==> src/rtl/psrch_pkg.sv <==
`default_nettype none
// ============================================================================
//  Module   : psrch_pkg
//  Purpose  : Shared types and constants for the pattern-search sequencer.
//             The FSM state enum, pattern field position and width, count
//             width, and result-slot offsets.
//  Revision : 1.0  initial release
// ============================================================================
package psrch_pkg;

    typedef enum logic [2:0] {
        S_IDLE   = 3'd0,
        S_LDPAT  = 3'd1,
        S_SCAN   = 3'd2,
        S_WR_CTB = 3'd3,
        S_WR_CTO = 3'd4,
        S_WR_CTS = 3'd5,
        S_DONE   = 3'd6
    } psrch_state_t;

    localparam int PAT_LSB = 3;     // pattern occupies bits [7:3] of its byte
    localparam int PAT_W   = 5;
    localparam int CNT_W   = 8;

    localparam int OFF_CTB = 0;
    localparam int OFF_CTO = 1;
    localparam int OFF_CTS = 2;

endpackage : psrch_pkg
`default_nettype wire

==> src/rtl/psrch_win_cnt.sv <==
`default_nettype none
// ============================================================================
//  Module   : psrch_win_cnt
//  Purpose  : Combinational 5-bit window matcher for one message byte.
//  Ports    : i_prev_nib  low nibble of the previous byte
//             i_byte      current byte
//             i_pat       5-bit pattern
//             i_first     current byte is byte 0 (no predecessor)
//             o_m         matches among the 4 windows inside i_byte (0..4)
//             o_stream    bit-stream matches contributed by this byte (0..8)
//  Revision : 1.0  initial release
// ============================================================================
module psrch_win_cnt
    import psrch_pkg::*;
(
    input  logic [3:0]       i_prev_nib,
    input  logic [7:0]       i_byte,
    input  logic [PAT_W-1:0] i_pat,
    input  logic             i_first,
    output logic [2:0]       o_m,
    output logic [3:0]       o_stream
);

    logic [11:0] w_win;
    logic [2:0]  w_m;
    logic [3:0]  w_all;

    assign w_win = {i_prev_nib, i_byte};

    // Windows starting at bit 0..3 lie wholly inside the byte; windows
    // starting at bit 4..7 straddle the boundary with the previous byte.
    always_comb begin
        w_m   = 3'd0;
        w_all = 4'd0;
        for (int k = 0; k < 8; k++) begin
            if (w_win[k +: PAT_W] == i_pat) begin
                w_all = w_all + 4'd1;
                if (k < 4) begin
                    w_m = w_m + 3'd1;
                end
            end
        end
    end

    assign o_m      = w_m;
    assign o_stream = i_first ? {1'b0, w_m} : w_all;

endmodule : psrch_win_cnt
`default_nettype wire

==> src/rtl/psrch_ctrl.sv <==
`default_nettype none
// ============================================================================
//  Module   : psrch_ctrl
//  Purpose  : Pattern-search sequencer and data-memory master. On req it
//             loads the pattern byte, scans NUM_BYTES message bytes one per
//             cycle, writes ctb/cto/cts to RES_ADDR..RES_ADDR+2, then holds
//             done until the next accepted req.
//  Ports    : clk, reset (sync, active-low), req, done, busy,
//             mem_addr, mem_rd_data (combinational read), mem_wr_en,
//             mem_wr_data, perf_cycles (only with PSRCH_PERF_EN)
//  Options  : `define PSRCH_PERF_EN adds perf_cycles, the number of clock
//             edges spent busy in the last run.
//  Revision : 1.0  initial release
// ============================================================================
module psrch_ctrl
    import psrch_pkg::*;
#(
    parameter int NUM_BYTES = 32,
    parameter int PAT_ADDR  = 32,
    parameter int RES_ADDR  = 33,
    parameter int AW        = 8
) (
    input  logic          clk,
    input  logic          reset,
    input  logic          req,
    output logic          done,
    output logic          busy,
    output logic [AW-1:0] mem_addr,
    input  logic [7:0]    mem_rd_data,
    output logic          mem_wr_en,
    output logic [7:0]    mem_wr_data
`ifdef PSRCH_PERF_EN
    ,
    output logic [7:0]    perf_cycles
`endif
);

    psrch_state_t     r_state, w_next;
    logic [PAT_W-1:0] r_pat;
    logic [CNT_W-1:0] r_ctb, r_cto, r_cts;
    logic [3:0]       r_prev_nib;
    logic [AW-1:0]    r_idx;

    logic [2:0]       w_m;
    logic [3:0]       w_stream;
    logic             w_accept;
    logic             w_last;

    assign w_accept = req && ((r_state == S_IDLE) || (r_state == S_DONE));
    assign w_last   = (r_idx == AW'(NUM_BYTES - 1));

    psrch_win_cnt u_win_cnt (
        .i_prev_nib (r_prev_nib),
        .i_byte     (mem_rd_data),
        .i_pat      (r_pat),
        .i_first    (r_idx == '0),
        .o_m        (w_m),
        .o_stream   (w_stream)
    );

    // ------------------------------------------------------------------
    // FSM state register
    // ------------------------------------------------------------------
    always_ff @(posedge clk) begin
        if (!reset) begin
            r_state <= S_IDLE;
        end else begin
            r_state <= w_next;
        end
    end

    // ------------------------------------------------------------------
    // Next state and memory-port outputs
    // ------------------------------------------------------------------
    always_comb begin
        w_next      = r_state;
        mem_addr    = '0;
        mem_wr_en   = 1'b0;
        mem_wr_data = 8'd0;
        busy        = 1'b1;
        done        = 1'b0;
        case (r_state)
            S_IDLE: begin
                busy = 1'b0;
                if (w_accept) w_next = S_LDPAT;
            end
            S_LDPAT: begin
                mem_addr = AW'(PAT_ADDR);
                w_next   = S_SCAN;
            end
            S_SCAN: begin
                mem_addr = r_idx;
                if (w_last) w_next = S_WR_CTB;
            end
            S_WR_CTB: begin
                mem_addr    = AW'(RES_ADDR + OFF_CTB);
                mem_wr_en   = 1'b1;
                mem_wr_data = r_ctb;
                w_next      = S_WR_CTO;
            end
            S_WR_CTO: begin
                mem_addr    = AW'(RES_ADDR + OFF_CTO);
                mem_wr_en   = 1'b1;
                mem_wr_data = r_cto;
                w_next      = S_WR_CTS;
            end
            S_WR_CTS: begin
                mem_addr    = AW'(RES_ADDR + OFF_CTS);
                mem_wr_en   = 1'b1;
                mem_wr_data = r_cts;
                w_next      = S_DONE;
            end
            S_DONE: begin
                busy = 1'b0;
                done = 1'b1;
                if (w_accept) w_next = S_LDPAT;
            end
            default: begin
                busy   = 1'b0;
                w_next = S_IDLE;
            end
        endcase
    end

    // ------------------------------------------------------------------
    // Datapath: pattern latch, byte index, running counts
    // ------------------------------------------------------------------
    always_ff @(posedge clk) begin
        if (!reset) begin
            r_pat      <= '0;
            r_ctb      <= '0;
            r_cto      <= '0;
            r_cts      <= '0;
            r_prev_nib <= '0;
            r_idx      <= '0;
        end else if (w_accept) begin
            r_ctb      <= '0;
            r_cto      <= '0;
            r_cts      <= '0;
            r_prev_nib <= '0;
            r_idx      <= '0;
        end else if (r_state == S_LDPAT) begin
            r_pat <= mem_rd_data[PAT_LSB +: PAT_W];
            r_idx <= '0;
        end else if (r_state == S_SCAN) begin
            r_ctb      <= r_ctb + CNT_W'(w_m);
            r_cto      <= r_cto + CNT_W'(w_m != 3'd0);
            r_cts      <= r_cts + CNT_W'(w_stream);
            r_prev_nib <= mem_rd_data[3:0];
            r_idx      <= r_idx + AW'(1);
        end
    end

`ifdef PSRCH_PERF_EN
    logic [7:0] r_perf;

    always_ff @(posedge clk) begin
        if (!reset) begin
            r_perf <= 8'd0;
        end else if (w_accept) begin
            r_perf <= 8'd0;
        end else if (busy) begin
            r_perf <= r_perf + 8'd1;
        end
    end

    assign perf_cycles = r_perf;
`endif

endmodule : psrch_ctrl
`default_nettype wire

==> config.mk <==
export PLATFORM = sky130hd
export DESIGN_NAME = psrch_ctrl
export DESIGN_NICKNAME = d
export VERILOG_FILES = /design/src/rtl/psrch_pkg.sv /design/src/rtl/psrch_win_cnt.sv /design/src/rtl/psrch_ctrl.sv
export SDC_FILE = /design/constraint.sdc
export NUM_CORES = 1
export LEC_CHECK = 0
export BUFFER_PORTS_ARGS = -buffer_cell sky130_fd_sc_hd__clkbuf_2
export CAP_MARGIN = 15
export CELL_PAD_IN_SITES_DETAIL_PLACEMENT = 0
export CELL_PAD_IN_SITES_GLOBAL_PLACEMENT = 2
export CORE_AREA = 2 2 106 108
export CTS_BUF_LIST = sky130_fd_sc_hd__clkbuf_4
export DETAILED_ROUTE_END_ITERATION = 8
export DIE_AREA = 0 0 108 110
export PLACE_DENSITY_LB_ADDON = 0.1
export RECOVER_POWER = 25
export SLEW_MARGIN = 20
export SYNTH_ARGS = -nofsm -noshare
export SYNTH_HDL_FRONTEND = slang
export SYNTH_HIERARCHICAL = 1
export SYNTH_SLANG_ARGS = --single-unit
==> constraint.sdc <==
create_clock -name clk -period 5.9 [get_ports clk]
set_clock_uncertainty 0.15 [all_clocks]
set_input_delay 0.885 -clock clk [delete_from_list [all_inputs] [get_ports clk]]
set_output_delay 0.885 -clock clk [all_outputs]
set_load 0.02 [all_outputs]
# After elaboration in Yosys (flattened, before gate mapping)
# Index checks and enable logic that the tools add are counted.
totals:
  out_inout_bits: 19
  inputBits: 11
  regBits: 44
op_classes:
  n_reduce_logical: 13
  addsub: 14
  bitwise_logic: 3
  muxes: 21
  eq_ne: 17
ops:
  columns: ["operator", "n"]
  rows:
  - ["$eq 5x5->1", 8]
  - ["$pmux 8 s5", 1]
  - ["$mux 4", 8]
  - ["$add 4x1->4 const B", 6]
  - ["$pmux 8 s3", 1]
  - ["$pmux 3 s6", 1]
  - ["$mux 3", 5]
  - ["$eq 3x3->1 const B", 3]
  - ["$add 8x1->8", 1]
  - ["$add 8x1->8 const B", 1]
  - ["$add 8x3->8", 1]
  - ["$add 8x4->8", 1]
  - ["$eq 8x5->1 const B", 1]
  - ["$logic_not 8->1", 1]
  - ["$add 3x1->3 const B", 2]
  - ["$eq 3x2->1 const B", 2]
  - ["$reduce_and 2->1", 3]
  - ["$reduce_or 3->1", 2]
  - ["$mux 1", 5]
  - ["$reduce_or 5->1", 1]
  - ["$add 1x1->2 const B", 2]
  - ["$reduce_or 2->1", 2]
  - ["$eq 3x1->1 const B", 1]
  - ["$logic_not 3->1", 1]
  - ["other kinds (6)", 8]

# Longest topological paths before layout
depth:
  ltp_word: 18
  ltp_mapped: 29

# Hierarchy
# Netlist, hierarchy kept.
by_module_without_submodules:
  columns: ["mod", "seq_area_each_um2", "cells_per_inst", "area_per_inst_um2", "instances"]
  rows:
  - ["psrch_ctrl", 880.8, 290, 2459.9, 1]
  - ["psrch_win_cnt", 0.0, 138, 1088.5, 1]

# Worst setup path after synthesis
# Ideal clock, no wire load.
synth_timing:
  path_kind: "input to register"
  startpoint: "input mem_rd_data[4]"
  endpoint: "register r_cts[4]"
  arrival_time_ns: 5.892
  path_stages: 25
  slack_ns: -0.209
  cell_sequence: "buf_2 xor2_1 nor2_1 and4_1 ha_1 o32a_1 a221oi_4 ha_1 mux2_2 ha_1 o221a_2 ha_1 mux2_2 ha_1 inv_1 nor2_1 xnor2_1 xnor2_1 nor2_1 a21oi_1 ha_1 nor2b_1 o21ai_0 a2111o_1 o21ai_2"
synth_via:
  word_cells_on_any_way: 29
synth_rtl:
  columns: ["item", "line", "text"]
  rows:
  - ["start: declaration", "psrch_ctrl.sv:29", "input logic [7:0] mem_rd_data,"]
  - ["$eq 5x5->1", "psrch_win_cnt.sv:36", "if (w_win[k +: PAT_W] == i_pat) begin"]
  - ["$mux 1", "psrch_win_cnt.sv:36", null]
  - ["$add 1x1->2", "psrch_win_cnt.sv:39", "w_m = w_m + 3'd1;"]
  - ["$mux 3", "psrch_win_cnt.sv:36", null]
  - ["$add 3x1->3", "psrch_win_cnt.sv:39", null]
  - ["$mux 3", "psrch_win_cnt.sv:36", null]
  - ["$add 3x1->3", "psrch_win_cnt.sv:39", null]
  - ["$mux 3 *", "psrch_win_cnt.sv:36", null]
  - ["net w_m[0]", "psrch_ctrl.sv:44", "logic [2:0] w_m;"]
  - ["$mux 4 *", "psrch_win_cnt.sv:46", "assign o_stream = i_first ? {1'b0, w_m} : w_all;"]
  - ["$add 8x4->8 *", "psrch_ctrl.sv:148", "r_cts <= r_cts + CNT_W'(w_stream);"]
  - ["end signal: assignment", "psrch_ctrl.sv:148", null]
  - ["end: declaration", "psrch_ctrl.sv:40", "logic [CNT_W-1:0] r_ctb, r_cto, r_cts;"]
# Mark *: on every way through the listed nets, which the timed path passes. The rest lies on a longest branch.
# A chain may end at the register's enable or synchronous reset.

# Worst setup path after layout
layout_timing:
  startpoint: "input mem_rd_data[1]"
  endpoint: "register r_cts[7]"
layout_via:
  word_cells_on_any_way: 26
layout_rtl:
  columns: ["item", "line"]
  rows:
  - ["$eq 5x5->1", "psrch_win_cnt.sv:36"]
  - ["$mux 1", "psrch_win_cnt.sv:36"]
  - ["$add 1x1->2", "psrch_win_cnt.sv:39"]
  - ["$mux 3 *", "psrch_win_cnt.sv:36"]
  - ["$add 3x1->3", "psrch_win_cnt.sv:39"]
  - ["$mux 3 *", "psrch_win_cnt.sv:36"]
  - ["$add 3x1->3", "psrch_win_cnt.sv:39"]
  - ["$mux 3 *", "psrch_win_cnt.sv:36"]
  - ["net w_m[1]", "psrch_ctrl.sv:44"]
  - ["$mux 4 *", "psrch_win_cnt.sv:46"]
  - ["$add 8x4->8 *", "psrch_ctrl.sv:148"]
# Marked as above.

==> results.ini <==
[floorplanning]
top_level_ports=30
initial_core_utilization_pct=33.2
die_width_microns=108
die-height_microns=110
coreArea_sq_mm=0.0107
fp-row-count=38
dieArea_sq_mm=0.0119

[routing]
via_count=3010
wl_microns=8850
dr.first_iter.drc_count=130
viasPerCell=5.00
detail_route.drc_violations=0
postRouteAntennaNets=0
route.detailed.wl_per_inst_microns=14.7
drt_pre_antenna_iters=4

[cts]
htreeDepth=2
clockRootBuffer=clkbuf_4
cts.clk_slew.worst_paths_ns=0.14
cts_max_path_buffers=2
sinks_on_clock_net=44
tritoncts=done
clkLatencyLatePin_ns=0.38
postCtsResizedCells=0
post_cts_buffers=0
cts-hold-fix-buffers=0
cts_inserted_buffers=5

[critical_path]
regToRegEndpoint=r_cts[7]
cp_max_stage_cell=or3_1
worst_r2r_path_depth=26
critical_path_sink=r_cts[7]
worst-setup-path-type=input port to flop
stages_on_the_worst_setup_path=28
crit_path_end_kind=flop
worst-path-buf-inv=3
r2r_slack_ns=0.56
critPathTopFamily=adder cells
r2r_start=r_pat[4]
path_common_cell=ha_1
timing.critical_path.from=mem_rd_data[1]
cp_slowest_stage_delay_ns=0.34
worstPathArrival_ns=5.73
crit_path_max_fanout=4
cp-start-kind=input port
worst_ep_required_time_ns=6.07

[placement]
dp.cells=594
dp_slack_ns=-0.0488
port_buffers=29
post-dp-hpwl_microns=6650
globalplace.congestion=0.773

[global_routing]
via_count_of_the_first_global_routing_pass=2969
grt_use_met3_pct=2.59
gr-total-overflow=0
grt_resource_usage_total_pct=16.1
initial_antenna_violation_count=0
grt-busiest-layer=met2
grt_util_met2_pct=28.4
grt_pass1_wl_microns=15000
grt_max_degree=29
grt_met1_usage_pct=20.5

[synth]
synth_fa_ha_area_share_pct=7.48
synth_sequential_area_ratio_pct=24.8
synth_cell_area_sq_mm=0.00355
mux_cell_area_share_after_synthesis_pct=2.33
synth_simple_gate_area_share_pct=23.1
synth.ff_latch_count=44
largest_family_of_logic_cells_by_synthesized_area=simple AND/OR/NAND/NOR gates
synth-async-reset-ratio_pct=0
synthXorXnorAreaFrac_pct=18.7
synthesis.area_per_instance_sq_um=8.29
synth.net_count=459
synth-compound-area-share_pct=17.5
synth_ff_type=dfxtp_1
synthCells=428
yosysUniqueCellTypes=63
synth_warnings=6
synth_edf_count=0

[final_layout]
most_frequent_standard_cell_in_the_layout_excluding_fill_and_tap_cells=nand2_1
num_antenna_cells=0
fill_cells=1178
mostFrequentLayoutCells=nand2_1, dfxtp_1, xnor2_1, a21oi_1, clkbuf_2
sequential_cell_area_sq_um=881
post_layout_nonfiller_instances=602
area_growth_pct=12.3
layout.nets=492
layout.core_utilization_pct=37.3
drive_gt1_share_pct=18.2
multi_input_area_sq_mm=0.00250

[sta]
setup_viol=0
post-route-worst-setup-slack_ns=0.345
fin_crit_sh_pct=94.2
relSlewSlack_pct=-5.88
final_worst_path_period_need_ns=5.56
rsz0062_at_grt=no
max_freq_ghz=0.180
finalHoldViolCount=0
timing.final.max_slew_violations=9
worst_slew_pin_slew_ns=1.57

[pwr]
irDropWorstVdd_uv=76.4
power_density_mw_per_mm2=174
leakagePower_nw=1.54
fin_total_pwr_mw=0.694

[status]
violated_checks=max-capacitance violations, max-slew violations
run_status=finished with violations

[min_path]
worstHoldPathType=flop to flop

[flow_run]
cap_violations=1

==> cell usage after synthesis (3+ instances only) <==
cell type	n	share of area [%]
and3_1	4	0.71
o21ai_0	16	2.3
nand4_1	7	1.2
nand2_1	55	5.8
xor2_1	27	6.7
and4_1	3	0.74
a22o_1	14	3.5
dfxtp_1	44	25
and2_1	7	1.2
nor2_1	27	2.9
xnor2_1	35	8.6
buf_2	9	1.3
nand3_1	10	1.4
buf_6	5	1.6
ha_1	18	6.3
nor3_1	12	1.7
xnor2_2	3	1.4
a21oi_1	30	4.2
clkbuf_1	8	0.85
inv_1	15	1.6
mux2i_1	6	1.7
buf_4	3	0.63
nor2b_1	9	1.6
or3_1	6	1.1
==> metrics by stage <==
| stage | TNS (ns) | area [sq um] | hold slack (ns) |
|---|---|---|---|
| after floorplan | 0 | 3600 | 0.298 |
| after global routing | 0 | 3990 | 0.356 |
| after CTS | 0 | 3990 | 0.335 |
| after global placement | 0 | 3940 | 0.308 |
| after detailed placement | -0.120 | 3940 | 0.317 |
| final | 0 | 3990 | 0.328 |
==> power by group <==
part | internal (mW) | switching, mW | leakage [nW] | total [mW]
logic | 0.0945 | 0.122 | 1.16 | 0.216
clock network | 0.0552 | 0.102 | 0.0338 | 0.157
registers | 0.304 | 0.0167 | 0.355 | 0.321
total | 0.454 | 0.240 | 1.54 | 0.694
==> flip-flops by register name, summed over array words and instances (netlist names) <==
register,flops
r_ctb,8
r_cto,8
r_cts,8
r_idx,8
r_pat,5
r_prev_nib,4
r_state,3
==> logic make-up after synthesis <==
family                     after synthesis
muxes                                    8
AOI/OAI and AO/OA                       87
xor gates and xnor gates                68
buffers and inverters                   42
and+or+nand+nor                        159
DFF                                     44
adders and majority gates               20
==> layout make-up <==
class                           instances  area share, %
Clock buffer                            7           1.32
Clock inverter                          1         0.0942
Inverter                               16           1.51
Multi-Input combinational cell        342           62.6
Sequential cell                        44           22.1
Tap cell                              140           4.39
Timing Repair Buffer                   52           7.97
==> worst register-to-register path: stages (launching register included) <==
cell	delay, ns
dfxtp_1	0.49
xor2_1	0.10
nor2_1	0.08
and4_1	0.25
ha_4	0.23
xor2_1	0.16
ha_1	0.29
nand3_1	0.08
o21ai_2	0.08
ha_1	0.31
mux2_2	0.28
ha_1	0.27
o221a_2	0.30
ha_4	0.22
mux2_2	0.27
ha_1	0.18
inv_1	0.05
nor2_1	0.04
xnor2_1	0.14
xnor2_1	0.13
nor2_1	0.09
a21oi_1	0.05
ha_1	0.33
o21a_1	0.17
a21oi_2	0.08
or3_1	0.34
a21oi_1	0.14
==> routing by layer <==
layer	wire (microns)	share of wire, %
met5	0	0
met4	111	1.3
met3	158	1.8
met2	4270	48
met1	4310	49
==> how the worst min path moves through the flow <==
| stage | endpoint | depth (start not counted) | startpoint | slack [ns] |
|---|---|---|---|---|
| floorplan | r_prev_nib[3] | 2 | r_prev_nib[3] | 0.30 |
| global placement | r_prev_nib[3] | 2 | r_prev_nib[3] | 0.31 |
| detailed placement | r_prev_nib[3] | 2 | r_prev_nib[3] | 0.32 |
| CTS | r_prev_nib[3] | 2 | r_prev_nib[3] | 0.34 |
| global route | r_ctb[2] | 2 | r_ctb[2] | 0.36 |
| finish | r_prev_nib[3] | 2 | r_prev_nib[3] | 0.33 |
Power figures use the tool's default switching activity.
